==> config.mk <==
export PLATFORM = sky130hd
export DESIGN_NAME = mux_rr_sched
export DESIGN_NICKNAME = d
export VERILOG_FILES = /design/src/rtl/mux_rr_sched.sv
export SDC_FILE = /design/constraint.sdc
export NUM_CORES = 1
export LEC_CHECK = 0
export CAP_MARGIN = 5
export CORE_UTILIZATION = 47
export CTS_CLUSTER_DIAMETER = 60
export CTS_CLUSTER_SIZE = 20
export DETAILED_ROUTE_END_ITERATION = 7
export GPL_TIMING_DRIVEN = 0
export PLACE_DENSITY = 0.84
export SETUP_SLACK_MARGIN = 0.4
export SLEW_MARGIN = 20
export SYNTH_ARGS = -nofsm -noshare
export SYNTH_HDL_FRONTEND = slang
export SYNTH_SLANG_ARGS = --single-unit
==> constraint.sdc <==
create_clock -name clk -period 1.69 [get_ports clk]
set_input_delay 0.169 -clock clk [delete_from_list [all_inputs] [get_ports clk]]
set_output_delay 0.169 -clock clk [all_outputs]
set_load 0.005 [all_outputs]
==> src/rtl/mux_rr_sched.sv <==
// Round-robin scheduler sharing one 4:1 single-bit mux channel among four requesters.
// Latency: grant/select 1 cycle after req; y/y_vld 1 cycle after gnt/s.
// Backpressure: none; requesters hold req level until served, waiting requests are never dropped.
//
// Ports:
//   clk    - rising-edge clock
//   rst_n  - synchronous active-low reset
//   req    - per-requester request level
//   i      - per-requester data bit (i[k] belongs to requester k)
//   gnt    - registered one-hot grant
//   s      - registered mux select (index of granted requester)
//   busy   - a grant is active (|gnt)
//   y      - registered mux output
//   y_vld  - y carries valid granted data
//
// Build option: define BURST_LIMIT_EN to cap a grant at MAX_HOLD consecutive
// cycles whenever another requester is waiting. Without it, grants are held
// until the owner drops its request.
module mux_rr_sched #(
  parameter int MAX_HOLD = 4,
  parameter int CW       = 3
) (
  input  logic       clk,
  input  logic       rst_n,
  input  logic [3:0] req,
  input  logic [3:0] i,
  output logic [3:0] gnt,
  output logic [1:0] s,
  output logic       busy,
  output logic       y,
  output logic       y_vld
);

  localparam logic [0:0] ST_IDLE  = 1'b0;
  localparam logic [0:0] ST_GRANT = 1'b1;

  logic [0:0] state_q, state_d;
  logic [3:0] gnt_q, gnt_d;
  logic [1:0] s_q, s_d;
  logic [1:0] ptr_q, ptr_d;
  logic       y_q, y_d;
  logic       y_vld_q, y_vld_d;
  logic [1:0] nxt_pick;
  logic       preempt;

  // First requester at or after index p in circular order.
  function automatic logic [1:0] pick(input logic [1:0] p, input logic [3:0] r);
    logic [1:0] k;
    pick = p;
    // Walk from the farthest offset back to p so the nearest hit wins.
    for (int n = 3; n >= 0; n--) begin
      k = p + 2'(n);
      if (r[k]) pick = k;
    end
  endfunction

  assign busy     = |gnt_q;
  assign nxt_pick = pick(s_q + 2'd1, req);

`ifdef BURST_LIMIT_EN
  localparam logic [CW-1:0] CNT_MAX = CW'(MAX_HOLD - 1);

  logic [CW-1:0] cnt_q;

  // Owner has used its share and someone else is waiting.
  assign preempt = (state_q == ST_GRANT) && req[s_q] && (cnt_q == CNT_MAX) &&
                   (|(req & ~gnt_q));

  // Counts cycles of the current grant; restarts whenever ownership changes
  // and saturates so preemption keeps being re-evaluated each cycle.
  always_ff @(posedge clk) begin
    if (!rst_n) begin
      cnt_q <= '0;
    end else if ((state_q == ST_IDLE) || (gnt_d != gnt_q)) begin
      cnt_q <= '0;
    end else if (cnt_q != CNT_MAX) begin
      cnt_q <= cnt_q + CW'(1);
    end
  end
`else
  // Hold limit has no effect in the non-preemptive build; referenced here so
  // the parameter list stays identical across builds.
  logic [CW-1:0] unused_hold;
  assign unused_hold = CW'(MAX_HOLD - 1);
  assign preempt     = 1'b0;
`endif

  always_comb begin
    state_d = state_q;
    gnt_d   = gnt_q;
    s_d     = s_q;
    ptr_d   = ptr_q;
    case (state_q)
      ST_IDLE: begin
        if (|req) begin
          s_d     = pick(ptr_q, req);
          gnt_d   = 4'b0001 << s_d;
          state_d = ST_GRANT;
        end
      end
      default: begin
        // Release or preemption: the departing owner becomes lowest priority.
        if (!req[s_q] || preempt) begin
          ptr_d = s_q + 2'd1;
          if (|req) begin
            // Hand over on the same edge, no idle bubble.
            s_d   = nxt_pick;
            gnt_d = 4'b0001 << nxt_pick;
          end else begin
            // s keeps its last value while idle.
            gnt_d   = 4'b0000;
            state_d = ST_IDLE;
          end
        end
      end
    endcase
  end

  // Datapath stage trails gnt/s by one cycle.
  always_comb begin
    y_d     = busy ? i[s_q] : 1'b0;
    y_vld_d = busy;
  end

  always_ff @(posedge clk) begin
    if (!rst_n) begin
      state_q <= ST_IDLE;
      gnt_q   <= 4'b0000;
      s_q     <= 2'd0;
      ptr_q   <= 2'd0;
      y_q     <= 1'b0;
      y_vld_q <= 1'b0;
    end else begin
      state_q <= state_d;
      gnt_q   <= gnt_d;
      s_q     <= s_d;
      ptr_q   <= ptr_d;
      y_q     <= y_d;
      y_vld_q <= y_vld_d;
    end
  end

  assign gnt   = gnt_q;
  assign s     = s_q;
  assign y     = y_q;
  assign y_vld = y_vld_q;

endmodule

==> results.md, run 1 <==
* Layout area overhead at 39.64%
* CTS clk-pin slew, worst paths at 0.07 ns
* CP Class: flop to flop
* Post-DRT Antenna Nets at 0
* Final hold vios at 0
* Clk_lat worst skew at 0.27 ns
* WL final at 2095 um
* Relative slew slack at 0.7153
* Clk sinks at 11
* ANT cells at 0
* Setup crit start kind: flop
* Clock buffer depth at 2
* Top_reg_cell synth: dfxtp_1
* Synthesized Nets at 98
* DP Wirelength at 1316 um
* Minimum clock period at 1.615 ns
* H-tree levels at 1
* Final Total Pwr at 898.3 uW
* Status: finished clean
* I/O Buffers at 17
* Boundary Pins at 19
* Starting Density at 0.5074
* Ys async rst share at 0
* Met1 wire length at 891 um
* CTS tree: built
* Placement Rows at 14
* Vias at 802
* Crit path arrival time at 1.81 ns
* Initial antenna violation count at 0
* Type of the most critical hold path: input port to flop
* Flops & latches, synth at 11
* Synth top cells by count: dfxtp_1, o21ai_0, nand2_1, nor2b_1
* Root Driver: clkbuf_4
* DIE AREA at 1811 sq um
* CTS buffer count at 3
* Crit path from: s[0]
* Fin. max-slew vios at 0
* Largest net degree at the start of global routing at 11
* Total gr overflow at 0
* Final Util at 0.7085
* FF-to-FF Start: s[0]
* Largest cells by area after synthesis: dfxtp_1, mux4_2, nor2b_1, o21ai_0, a31oi_1
* Synth unique cells at 43
* CP max FO at 8
* Critical Path RT at 1.88 ns
* Largest family of logic cells by synthesized area: compound AO/OA/AOI/OAI gates
* DRC errors left at 0
* Layout cells sized above 1 at 0.3043
* R2R cell count at 6
* Syn Area/Cell at 8.787 sq um
* Mux cell area share after synthesis at 0.07120
* DR WL/cell at 15.99 um
* Most common cell in the netlist: dfxtp_1
* Clock skew at 0.0008830 ns
* Met3 WL at 129 um
* Max-Cap Viols at 0
* Metal2 WL at 1047 um
* Post-synthesis sequential area ratio at 0.2848
* DRT iter0 DRCs at 34
* Worst Max-Slew Pin Slew at 0.4270 ns
* Synth area leader: dfxtp_1
* Nets at 126
* Core ar. at 1524 sq um
* WHS Path Cells at 3
* EDFF count, synth at 0
* Cell count after synthesis at 88
* Maximum vdd ir drop at 0.0005208 V
* Crit. End Element: flop
* Vias per cell at 6.122
* Setup-failing EPs final at 0
* Die X at 42.56 um
* Total of warnings raised by yosys at 0
* Overall die height at 42.56 um
* Final Cycle Share at 0.9554
* Post-Syn Area at 773.2 sq um
* Synth Area in Simple Gates at 0.2702
* RSZ-0062 raised after global routing: true
* Hold Startpoint: req[2]
* Max Used Layer: met4
* PwrDens at 831.9 nW/um^2
* Xor-xnor portion of the synthesized cell area at 0.01133
* Adder-cell area share of the yosys netlist at 0
* Synth Area in Compound Gates at 0.2961
* Leakage power total at 0.0004668 uW
* GRT Total Usage at 0.2273
* F_max at 619.3 MHz
* Global-route wire length before repair at 3098 um
* DRT Pass-1 Iters at 4
* Vias in the first global route at 695
* Synth top area share at 0.2848
* Routability Congestion at 0.8782
-- worst max-delay path, cell delays in order (launching register included) --
cell and delay [ns]:
dfxtp_2 0.33, buf_6 0.12, mux4_2 0.54, nand2_2 0.11
o21a_4 0.19, o21ai_1 0.09, a31oi_1 0.15
-- stage by stage --
stage	instance area [sq um]	worst slack (ns)	hold slack (ns)	cells	TNS [ns]
3_3_place_gp	964.7	-0.1879	0.5005	121	-1.185
3_5_place_dp	964.7	-0.2143	0.5212	121	-1.366
2_1_floorplan	774.5	0.2159	0.3107	88	0
6_report	1080	0.07533	0.4013	131	0
4_1_cts	1036	0.1419	0.3867	127	0
5_1_grt	1080	0.0009017	0.4359	131	0
-- flip-flops by register name, indices dropped and copies added, names as in the netlist --
name     flops
ptr_q        2
state_q      1
s            2
y            1
y_vld        1
gnt          4
-- final timing paths --
check | endpoint | slack [ns]
setup reg to reg | gnt[0] | 0.08
hold reg to reg | ptr_q[0] | 0.53
hold / removal | state_q | 0.40
setup / recovery | gnt[0] | 0.08
-- layout by cell type (no fill, tap or decap), types with 2 or more instances in the layout --
| cell type | n |
|---|---|
| nor2b_1 | 5 |
| nand2_1 | 4 |
| or3_1 | 3 |
| or2b_1 | 2 |
| mux4_2 | 2 |
| or4_4 | 2 |
| nand2b_1 | 3 |
| dfxtp_2 | 4 |
| clkdlybuf4s50_1 | 8 |
| buf_6 | 3 |
| a21oi_1 | 4 |
| a21boi_1 | 2 |
| and2_1 | 2 |
| buf_4 | 6 |
| o21ai_0 | 5 |
| clkbuf_1 | 2 |
| inv_1 | 4 |
| dlygate4sd2_1 | 5 |
| clkbuf_4 | 3 |
| dfxtp_1 | 7 |
| a31oi_1 | 4 |
| o21ai_1 | 3 |
| dlymetal6s2s_1 | 3 |
| o21ai_2 | 2 |
-- cells by family (layout without fill, tap and decap cells) --
kind of cell	count (synthesis)	after routing
simple gates	32	32
xor+xnor	1	1
compound gates	32	32
flops	11	11
mux	3	3
buf+inv	9	36
-- metal layers --
layer	vias to the layer above	track usage
met5	-	0
li1	381	-
met2	34	0.3754
met4	0	0.07500
met1	383	0.2827
met3	4	0.06466
-- power breakdown --
| part | switching, uW | total [uW] | internal, uW |
|---|---|---|---|
| sequential | 30.5 | 329 | 299 |
| clock | 89.7 | 181 | 91.6 |
| combinational | 173 | 388 | 215 |
-- layout make-up --
type	count	area, sq um
well taps	16	20.02
fillers	127	444.2
inverters	4	15.01
multi-input cells	68	539.3
flip-flops and latches	11	225.2
clock buffers	4	26.28
repair buffers	23	215.2
plain buffers	5	38.79
-- timing repair --
action,4_1_cts,5_1_grt
resized for setup,17,8
hold buffers,0,0
endpoints found under the setup margin,15,14
pin swaps,3,2
buffers inserted,2,4
Note: power is estimated with default switching activity, not from simulation.
==> run 2, diff against run 1 <==
- PLACE_DENSITY: 0.84 -> 0.88
==> results.md, run 2 (synthesized netlist as in run 1, its figures left out) <==
* Worst Max-Slew Pin Slew at 0.4429 ns (was 0.4270 ns)
* Setup-failing EPs final at 0 (unchanged)
* Largest register FFs at 4 (unchanged)
* GRT Total Usage at 0.2504 (was 0.2273)
* Crit. End Element: flop (unchanged)
* Clk_lat worst skew at 0.28 ns (was 0.27 ns)
* Clk sinks at 11 (unchanged)
* Minimum clock period at 1.575 ns (was 1.615 ns)
* Crit path arrival time at 1.78 ns (was 1.81 ns)
* Placement Rows at 14 (unchanged)
* CTS clk-pin slew, worst paths at 0.07 ns (about the same)
* Hold Crit Endpoint: state_q (unchanged)
* Fin. max-slew vios at 0 (unchanged)
* Cts hold-fix bufs at 0 (unchanged)
* Final Util at 0.7250 (was 0.7085)
* Type of the most critical hold path: input port to flop (unchanged)
* Layout cells sized above 1 at 0.3248 (was 0.3043)
* DRT Pass-1 Iters at 4 (unchanged)
* Final hold vios at 0 (unchanged)
* Placed cells at 121 (unchanged)
* DRC errors left at 0 (unchanged)
* Status: finished clean (unchanged)
* Post-DRT Antenna Nets at 0 (unchanged)
* Worst R2R Setup Slack at 0.12 ns (was 0.08 ns)
* DR WL/cell at 15.38 um (was 15.99 um)
* Starting Density at 0.5074 (unchanged)
* Final Non-Filler Cells at 133 (was 131)
* Nets at 128 (was 126)
* Worst R2R End: gnt[2] (was gnt[0])
* Vias at 812 (was 802)
* Worst setup margin at 0.1151 ns (was 0.07533 ns)
* Relative slew slack at 0.7048 (was 0.7153)
* Clock skew at 0.006715 ns (was 0.0008830 ns)
* Worst hold slack at 0.3854 ns (was 0.4013 ns)
* Root Driver: clkbuf_4 (unchanged)
* DP Wirelength at 1384 um (was 1316 um)
* PwrDens at 841.6 nW/um^2 (was 831.9 nW/um^2)
* WL final at 2045 um (was 2095 um)
* Most common cell after layout, fill and taps aside: clkdlybuf4s50_1 (unchanged)
* Leakage power total at 0.0004711 uW (was 0.0004668 uW)
* Boundary Pins at 19 (unchanged)
* DRT iter0 DRCs at 31 (was 34)
* Critical Path RT at 1.89 ns (was 1.88 ns)
* Vias in the first global route at 741 (was 695)
* Placement Setup Slack at -0.2285 ns (was -0.2143 ns)
* CTS buffer count at 3 (unchanged)
* ANT cells at 0 (unchanged)
* WHS Path Cells at 3 (unchanged)
* CTS tree: built (unchanged)
* Commonest cells after routing, fill and taps aside: clkdlybuf4s50_1, buf_4, dfxtp_1, dlygate4sd2_1 (was clkdlybuf4s50_1, dfxtp_1, buf_4)
* Largest net degree at the start of global routing at 11 (unchanged)
* Max-Cap Viols at 0 (unchanged)
* Initial antenna violation count at 0 (unchanged)
* Maximum vdd ir drop at 0.0007122 V (was 0.0005208 V)
* Core ar. at 1524 sq um (unchanged)
* I/O Buffers at 17 (unchanged)
* CP max FO at 8 (unchanged)
* Total gr overflow at 0 (unchanged)
* Clock buffer depth at 2 (unchanged)
* Overall die height at 42.56 um (unchanged)
* Global-route wire length before repair at 3387 um (was 3098 um)
* Hold Startpoint: req[2] (unchanged)
* DIE AREA at 1811 sq um (unchanged)
* Routability Congestion at 0.8979 (was 0.8782)
* R2R cell count at 6 (unchanged)
* Layout area overhead at 42.88% (was 39.64%)
* RSZ-0062 raised after global routing: true (unchanged)
* Final Total Pwr at 929.8 uW (was 898.3 uW)
* CP Class: flop to flop (unchanged)
* Final Cycle Share at 0.9319 (was 0.9554)
* Setup crit start kind: flop (unchanged)
* Die X at 42.56 um (unchanged)
* H-tree levels at 1 (unchanged)
* Vias per cell at 6.105 (was 6.122)
* F_max at 635.0 MHz (was 619.3 MHz)
* FF-to-FF Start: s[0] (unchanged)
## run 2: critical path, stage by stage (launching register included)
cell     delay [ns]
dfxtp_2        0.33
buf_6          0.12
mux4_2         0.53
nand2_2        0.12
o21a_4         0.18
o21ai_2        0.06
a31oi_1        0.15
## run 2: worst max-delay path by stage
stage	from	end	cells past startpoint
floorplan	s[0]	ptr_q[1]	4
global placement	req[3]	gnt[3]	6
detailed placement	req[3]	gnt[3]	6
CTS	s[0]	gnt[1]	6
global route	s[0]	gnt[2]	6
finish	s[0]	gnt[2]	6
## run 2: cell type report
type                            instances  area, sq um
Multi-Input combinational cell         68        541.8
Fill cell                             116        419.2
Timing Repair Buffer                   25        232.7
Sequential cell                        11        226.5
Buffer                                  5        42.54
Clock buffer                            4        26.28
Tap cell                               16        20.02
Inverter                                4        15.01
## run 2: routing by layer
layer	up-vias	track usage	part of all wire
met5	-	0	0
met4	0	0.05000	0.0064
met3	2	0.07759	0.046
met2	20	0.4154	0.49
met1	401	0.3200	0.45
li1	389	-	-
## run 2: repair_timing
item / in CTS / in global routing
hold endpoints to repair: 0 / 0
resized for setup: 19 / 9
endpoints found under the setup margin: 14 / 13
setup buffers: 5 / 3
cloned: 0 / 0
pin swaps: 3 / 5
## run 2: stage by stage
step	cell area (sq um)	setup TNS (ns)
2_1_floorplan	774.5	0
3_3_place_gp	964.7	-1.164
3_5_place_dp	964.7	-1.503
4_1_cts	1064	0
5_1_grt	1105	0
6_report	1105	0
## run 2: power breakdown
part           total [uW]  internal, uW  switching [uW]  leakage (uW)
clock network         185          91.7            93.5     0.0000150
logic                 413           238             176      0.000363
registers             331           299            31.9     0.0000927
